[src/rtl/md_issue_ctrl.sv]
// Issue controller for the iterative mult/div unit: latches operands, pulses the
// start strobe, stalls the pipeline and forms a one-cycle writeback packet.
module md_issue_ctrl #(
  parameter int unsigned TIMEOUT_CYCLES = 64,
  parameter int unsigned RSTATUS_REG    = 30,
  parameter int unsigned MULT_EXC_CODE  = 4,
  parameter int unsigned DIV_EXC_CODE   = 5
) (
  input  logic        clock,
  input  logic        reset,
  input  logic        issue_valid,
  input  logic        issue_is_div,
  input  logic [31:0] issue_opA,
  input  logic [31:0] issue_opB,
  input  logic [4:0]  issue_rd,
  input  logic        flush,
  output logic        stall,
  output logic [31:0] md_operandA,
  output logic [31:0] md_operandB,
  output logic        md_ctrl_MULT,
  output logic        md_ctrl_DIV,
  input  logic [31:0] md_result,
  input  logic        md_exception,
  input  logic        md_resultRDY,
  output logic        wb_valid,
  output logic [4:0]  wb_rd,
  output logic [31:0] wb_data,
  output logic        wb_exception
);

  localparam int unsigned DATA_W  = 32;
  localparam int unsigned RD_W    = 5;
  localparam int unsigned TIMER_W = 8;

  typedef enum logic [1:0] {
    S_IDLE  = 2'd0,
    S_START = 2'd1,
    S_BUSY  = 2'd2,
    S_DONE  = 2'd3
  } state_t;

  state_t               state;
  logic [TIMER_W-1:0]   timer;
  logic [RD_W-1:0]      lat_rd;
  logic                 lat_div;
  logic [DATA_W-1:0]    exc_code;

  assign exc_code = lat_div ? DATA_W'(DIV_EXC_CODE) : DATA_W'(MULT_EXC_CODE);

  // Freeze upstream stages from the issuing cycle until the op completes.
  always_comb begin
    stall = 1'b0;
    case (state)
      S_IDLE:          stall = issue_valid & ~flush;
      S_START, S_BUSY: stall = 1'b1;
      default:         stall = 1'b0;
    endcase
  end

  always_ff @(posedge clock) begin
    if (reset) begin
      state        <= S_IDLE;
      timer        <= '0;
      lat_rd       <= '0;
      lat_div      <= 1'b0;
      md_operandA  <= '0;
      md_operandB  <= '0;
      md_ctrl_MULT <= 1'b0;
      md_ctrl_DIV  <= 1'b0;
      wb_valid     <= 1'b0;
      wb_rd        <= '0;
      wb_data      <= '0;
      wb_exception <= 1'b0;
    end else begin
      md_ctrl_MULT <= 1'b0;
      md_ctrl_DIV  <= 1'b0;
      wb_valid     <= 1'b0;
      case (state)
        S_IDLE: begin
          if (issue_valid && !flush) begin
            md_operandA  <= issue_opA;
            md_operandB  <= issue_opB;
            lat_rd       <= issue_rd;
            lat_div      <= issue_is_div;
            md_ctrl_MULT <= ~issue_is_div;
            md_ctrl_DIV  <= issue_is_div;
            state        <= S_START;
          end
        end
        // Ready may still be asserted from the previous op, so it is not sampled here.
        S_START: begin
          timer <= '0;
          state <= flush ? S_IDLE : S_BUSY;
        end
        S_BUSY: begin
          if (flush) begin
            state <= S_IDLE;
          end else begin
            timer <= timer + TIMER_W'(1);
            if (md_resultRDY) begin
              state        <= S_DONE;
              wb_valid     <= 1'b1;
              wb_rd        <= md_exception ? RD_W'(RSTATUS_REG) : lat_rd;
              wb_data      <= md_exception ? exc_code : md_result;
              wb_exception <= md_exception;
            end else if (timer == TIMER_W'(TIMEOUT_CYCLES - 1)) begin
              state        <= S_DONE;
              wb_valid     <= 1'b1;
              wb_rd        <= RD_W'(RSTATUS_REG);
              wb_data      <= exc_code;
              wb_exception <= 1'b1;
            end
          end
        end
        S_DONE: state <= S_IDLE;
        default: state <= S_IDLE;
      endcase
    end
  end

endmodule
[config.mk]
export PLATFORM = sky130hd
export DESIGN_NAME = md_issue_ctrl
export DESIGN_NICKNAME = d
export VERILOG_FILES = /design/src/rtl/md_issue_ctrl.sv
export SDC_FILE = /design/constraint.sdc
export NUM_CORES = 1
export LEC_CHECK = 0
export CORE_MARGIN = 2
export CORE_UTILIZATION = 43
export DETAILED_ROUTE_END_ITERATION = 8
export HOLD_SLACK_MARGIN = 0.06
export PLACE_DENSITY = 0.83
export RECOVER_POWER = 50
export SLEW_MARGIN = 40
export SYNTH_ARGS = -nofsm -noshare
export SYNTH_HDL_FRONTEND = slang
export SYNTH_SLANG_ARGS = --single-unit
export TNS_END_PERCENT = 10
[constraint.sdc]
create_clock -name clock -period 3.1 [get_ports clock]
set_input_delay 0.465 -clock clock [delete_from_list [all_inputs] [get_ports clock]]
set_output_delay 0.465 -clock clock [all_outputs]
set_load 0.02 [all_outputs]
==> reports/metrics.cfg, run 1 <==
[detailed_routing]
postRouteAntennaNets=0
vias=4237
first_pass_iters=4
drt-initial-drc-count=208
drc=0
wl_mm=13.0
viasPerCell=5.10
route.detailed.wl_per_inst_um=15.6

[timing]
final-max-slew-violation-count=0
tightest_slew_ns=1.41
timing.fmax_mhz=380
rsz0062_at_grt=false
hold_viol_final=0
setup_tns_ns=0
finalCriticalPeriod_ns=2.63
finalSetupViolations=0
finalCritPeriodShare_pct=84.9
finClkSkew_ns=0.0107
relSlewSlack_pct=5.80

[pwr]
peakVddDrop_mv=0.313
leakage_uw=0.00294
power_density_nw_per_um2=606

[critical_path]
critical_path_class=reg -> out
reg2reg_depth=6
regToRegSetupSlack_ns=0.58
start_kind=flip-flop
path_max_fanout=4
end_kind=primary output
worstPathArrival_ns=2.17
cp.required_ns=2.63

[clock_tree]
clk_pin_slew_worst_paths_ns=0.06
cts_buffers=17
cts_max_level=4
cts_setup_buffers=0
clk_latency_ns=0.52
cts_resized=0
ctsHoldBuffers=0
clockRootBuffer=clkbuf_8
cts_num_sinks=121
tritoncts=yes
cts.path.max_buffers=2

[floorplanning]
core_area_sq_um=9680
dieArea_sq_um=10700
dieWidth_um=104
ios=214
initial_utilization_pct=44.0
die_h_um=104
rows=36

[cells_and_area]
num-nets-final=799
syn_to_final_growth_pct=68.1
final_common_cell=nand2_1
final_cell_mix=nand2_1 (144), dfxtp_1 (121), clkdlybuf4s50_1 (114)
fin_util_pct=74.0
drive_gt1_share_pct=7.02
diodes=0

[synth]
syn_nets=595
synth_area_sq_um=4260
synth.top_cell.area_share_pct=56.8
synth.largest_area_cell=dfxtp_1
ys.warnings.count=0
syn_avg_cell_area_sq_um=8.86
synth_cell_type_count=41
synth_flop_cell=dfxtp_1
async_reset_ff_share_pct=0
synth_edf_count=0
netlist_instances=481
synth-seq-cells=121
synth.area.top_cells=dfxtp_1 (57%), nand2_1 (13%), a21oi_1 (9.7%)
ys_seq_area_share_pct=56.8

[global_route]
first_global_vias=4179
grt_pass1_wl_mm=20.9
grt_usage_pct=24.2
antenna_found_initial=0
grt_max_degree=73
overflow=0

[run]
maxCapViolCount=0

[hold_path]
min_path_type=reg -> reg
min_path_cells=2

[run_status]
status=completed

[place]
portBuffers=213
dp_hpwl_mm=8.83
gp_congestion=0.777

==> per-stage QoR <==
stage	cell area, sq um	setup WS, ns	total power [uW]	cells	hold slack (ns)
final	7160	0.469	4340	831	0.450
after global routing	7160	0.310	4490	831	0.462
after CTS	7180	0.457	4390	831	0.452
after detailed placement	6490	0.630	2150	799	0.446
after global placement	6480	0.685	2140	799	0.441
after floorplan	4260	1.03	1870	481	0.436
==> path summary, 6_finish.rpt <==
check | startpoint | end
setup / recovery | state[0] | stall
hold / removal | md_operandB[16] | md_operandB[16]
setup reg to reg | timer[0] | wb_data[9]
hold reg to reg | md_operandB[16] | md_operandB[16]
==> final cells by class <==
| class | instances | area [sq um] |
|---|---|---|
| repair buffers | 220 | 2180 |
| fillers | 678 | 2520 |
| inverters | 4 | 15.0 |
| well taps | 133 | 166 |
| flip-flops and latches | 121 | 2420 |
| multi-input cells | 321 | 1700 |
| clock inverters | 13 | 240 |
| clock buffers | 19 | 442 |
==> registers in the layout, indices dropped and copies added, names as in the netlist, 2 cells and up <==
| register | flops |
|---|---|
| timer | 8 |
| md_operandB | 32 |
| wb_data | 32 |
| lat_rd | 5 |
| md_operandA | 32 |
| wb_rd | 5 |
| state | 2 |
==> cells by family (layout without fill, tap and decap cells) <==
kind of cell / after synthesis / count (layout) / share of synthesized area, %
flip-flops: 121 / 121 / 56.8
multiplexers: 3 / 3 / 0.851
adder cells (fa/ha/maj): 6 / 6 / 1.76
AO/OA/AOI/OAI: 125 / 125 / 18.3
AND/OR/NAND/NOR: 187 / 187 / 18.6
buffers and inverters: 39 / 256 / 3.67
==> Yosys cell counts, types with 2 or more instances <==
master and n:
dfxtp_1 121, o21ai_0 2, ha_1 6, inv_1 4, a22o_1 31, nor2_1 12
nor3b_1 2, clkbuf_1 28, nand2b_1 2, a21oi_1 83, nand4_1 2, buf_2 5
nand3b_1 2, nor3_1 6, nand2_1 144, nor4_1 6
==> power breakdown <==
group	leakage, uW	internal [uW]	switching, uW
clock	0.000329	1520	715
combinational	0.00163	233	234
sequential	0.000982	1610	26.8
==> metal layers <==
layer	global-route usage, %	up-vias	wire, um
li1	-	2052	-
met1	28.1	1991	5330
met2	41.2	174	6490
met3	8.87	20	938
met4	8.88	0	236
met5	0	-	0
==> critical path, stage by stage (launching register included) <==
cell and delay (ns):
dfxtp_1 0.33, inv_1 0.13, ha_1 0.20, nor3b_2 0.22
nor2_1 0.07, nor2_1 0.09, clkdlybuf4s50_1 0.62
Note: power is estimated with default switching activity, not from simulation.
==> inputs of run 2 (changes only) <==
--- a/config.mk
+++ b/config.mk
@@ -6,10 +6,10 @@
 export NUM_CORES = 1
 export LEC_CHECK = 0
 export CORE_MARGIN = 2
-export CORE_UTILIZATION = 43
+export CORE_UTILIZATION = 40
 export DETAILED_ROUTE_END_ITERATION = 8
 export HOLD_SLACK_MARGIN = 0.06
-export PLACE_DENSITY = 0.83
+export PLACE_DENSITY = 0.78
 export RECOVER_POWER = 50
 export SLEW_MARGIN = 40
 export SYNTH_ARGS = -nofsm -noshare
==> constraint.sdc (replaced) <==
create_clock -name clock -period 2.7 [get_ports clock]
set_input_delay 0.405 -clock clock [delete_from_list [all_inputs] [get_ports clock]]
set_output_delay 0.405 -clock clock [all_outputs]
set_load 0.02 [all_outputs]
==> run 2 against run 1 <==
- via count shrank 1.0%
- global-route usage shrank 2.1 points
- hold slack lost 0.23 ns
- power grew 3.7%
- wire length shrank 3.7%
- largest power group unchanged
- clock power shrank 7%
- first-iteration DRC count grew 34%
- utilization shrank 5.8 points
- count of clock-buffer cells in the layout grew 5
==> reports/metrics.cfg, run 2 (synthesis results as in run 1) <==
[critical_path]
worst_path_most_repeated_cell=nor2_1
cp.required_ns=2.30
worstPathArrival_ns=2.17
path_max_fanout=4
crit_end=stall
crit_path_cell_trace=inv_1 > ha_1 > nor3b_2 > nor2_1 > nor2_1 > clkdlybuf4s50_1
reg2reg_depth=6
cpPeakStageDelay_ns=0.62
crit_cells=6
cp.buffers_inverters=2
reg2reg_to=md_operandB[9]
worstSetupStartpoint=state[0]
crit_path_top_delay_cell=clkdlybuf4s50_1
start_kind=flip-flop
critical_path_class=reg -> out
end_kind=primary output
reg2reg_from=state[0]
regToRegSetupSlack_ns=0.35
path_delay_family=buffers and inverters

[timing]
finalCritPeriodShare_pct=95.4
relSlewSlack_pct=4.80
rsz0062_at_grt=false
worst_slack_ns=0.124
timing.fmax_mhz=388
final-max-slew-violation-count=0
hold_viol_final=0
finalCriticalPeriod_ns=2.58
worst_hold_slack_ns=0.220
setup_tns_ns=0
finalSetupViolations=0
tightest_slew_ns=1.43
finClkSkew_ns=0.00501

[cells_and_area]
drive_gt1_share_pct=6.16
top_regs=md_operandA (32), md_operandB (32), wb_data (32)
instances_no_fill=834
final_cell_mix=nand2_1 (144), clkdlybuf4s50_1 (135), dfxtp_1 (121)
syn_to_final_growth_pct=65.1
multi_input_area_sq_um=1680
diodes=0
regArea_sq_um=2420
fillerInstances=787
num-nets-final=799
final_common_cell=nand2_1

[global_route]
grt_usage_pct=22.1
grt_pass1_wl_mm=19.9
grt_max_degree=86
overflow=0
first_global_vias=4147
antenna_found_initial=0

[place]
portBuffers=213
dp.cells=802
gp_congestion=0.790
dp_slack_ns=0.378
dp_hpwl_mm=8.67

[pwr]
leakage_uw=0.00282
total_power_uw=4500
power_density_nw_per_um2=639
peakVddDrop_mv=0.530

[floorplanning]
die_h_um=107
core_area_sq_um=10300
rows=37
initial_utilization_pct=41.3
ios=214
dieWidth_um=107
dieArea_sq_um=11500

[detailed_routing]
drt-initial-drc-count=279
first_pass_iters=4
wl_mm=12.5
viasPerCell=5.03
postRouteAntennaNets=0
drc=0
route.detailed.wl_per_inst_um=15.0
vias=4194

[clock_tree]
tritoncts=yes
cts_setup_buffers=0
cts.path.max_buffers=2
clockRootBuffer=clkbuf_8
clk_pin_slew_worst_paths_ns=0.05
ctsHoldBuffers=0
clk_latency_ns=0.53
cts_resized=0
cts_num_sinks=121
cts_max_level=4
cts_buffers=17

[run]
maxCapViolCount=0

[hold_path]
min_path_type=in -> reg

[run_status]
status=completed

run 2: final cells by class:
class	instances	share of cell area, %
flip-flops and latches	121	34.4
repair buffers	220	31.1
multi-input cells	321	23.9
clock buffers	24	6.97
well taps	136	2.42
clock inverters	8	0.960
inverters	4	0.213
run 2: layer usage:
layer  GRT usage (%)  wire length, um
met4            8.44              243
met3            11.7             1430
met5               0                0
met2            35.7             5860
met1            24.7             4980
run 2: worst min path at each step:
stage / slack, ns / cells after the start / to / start
after global placement: 0.44 / 2 / md_operandA[25] / md_operandA[25]
after detailed placement: 0.45 / 2 / md_operandB[4] / md_operandB[4]
after floorplan: 0.44 / 2 / lat_div / lat_div
after CTS: 0.20 / 2 / wb_valid / reset
after global routing: 0.20 / 2 / wb_valid / reset
final: 0.22 / 2 / wb_valid / reset
run 2: through the flow:
stage | utilization, % | area (sq um)
after floorplan | - | 4260
after global placement | 63.1 | 6510
after detailed placement | 63.1 | 6510
after CTS | 68.5 | 7070
after global routing | 68.1 | 7040
final | 68.1 | 7040
run 2: power by group:
part | total [uW] | switching [uW] | internal (uW) | leakage [uW]
Clock | 2080 | 752 | 1330 | 0.000280
Sequential | 1880 | 30.6 | 1850 | 0.000982
Combinational | 537 | 266 | 271 | 0.00155
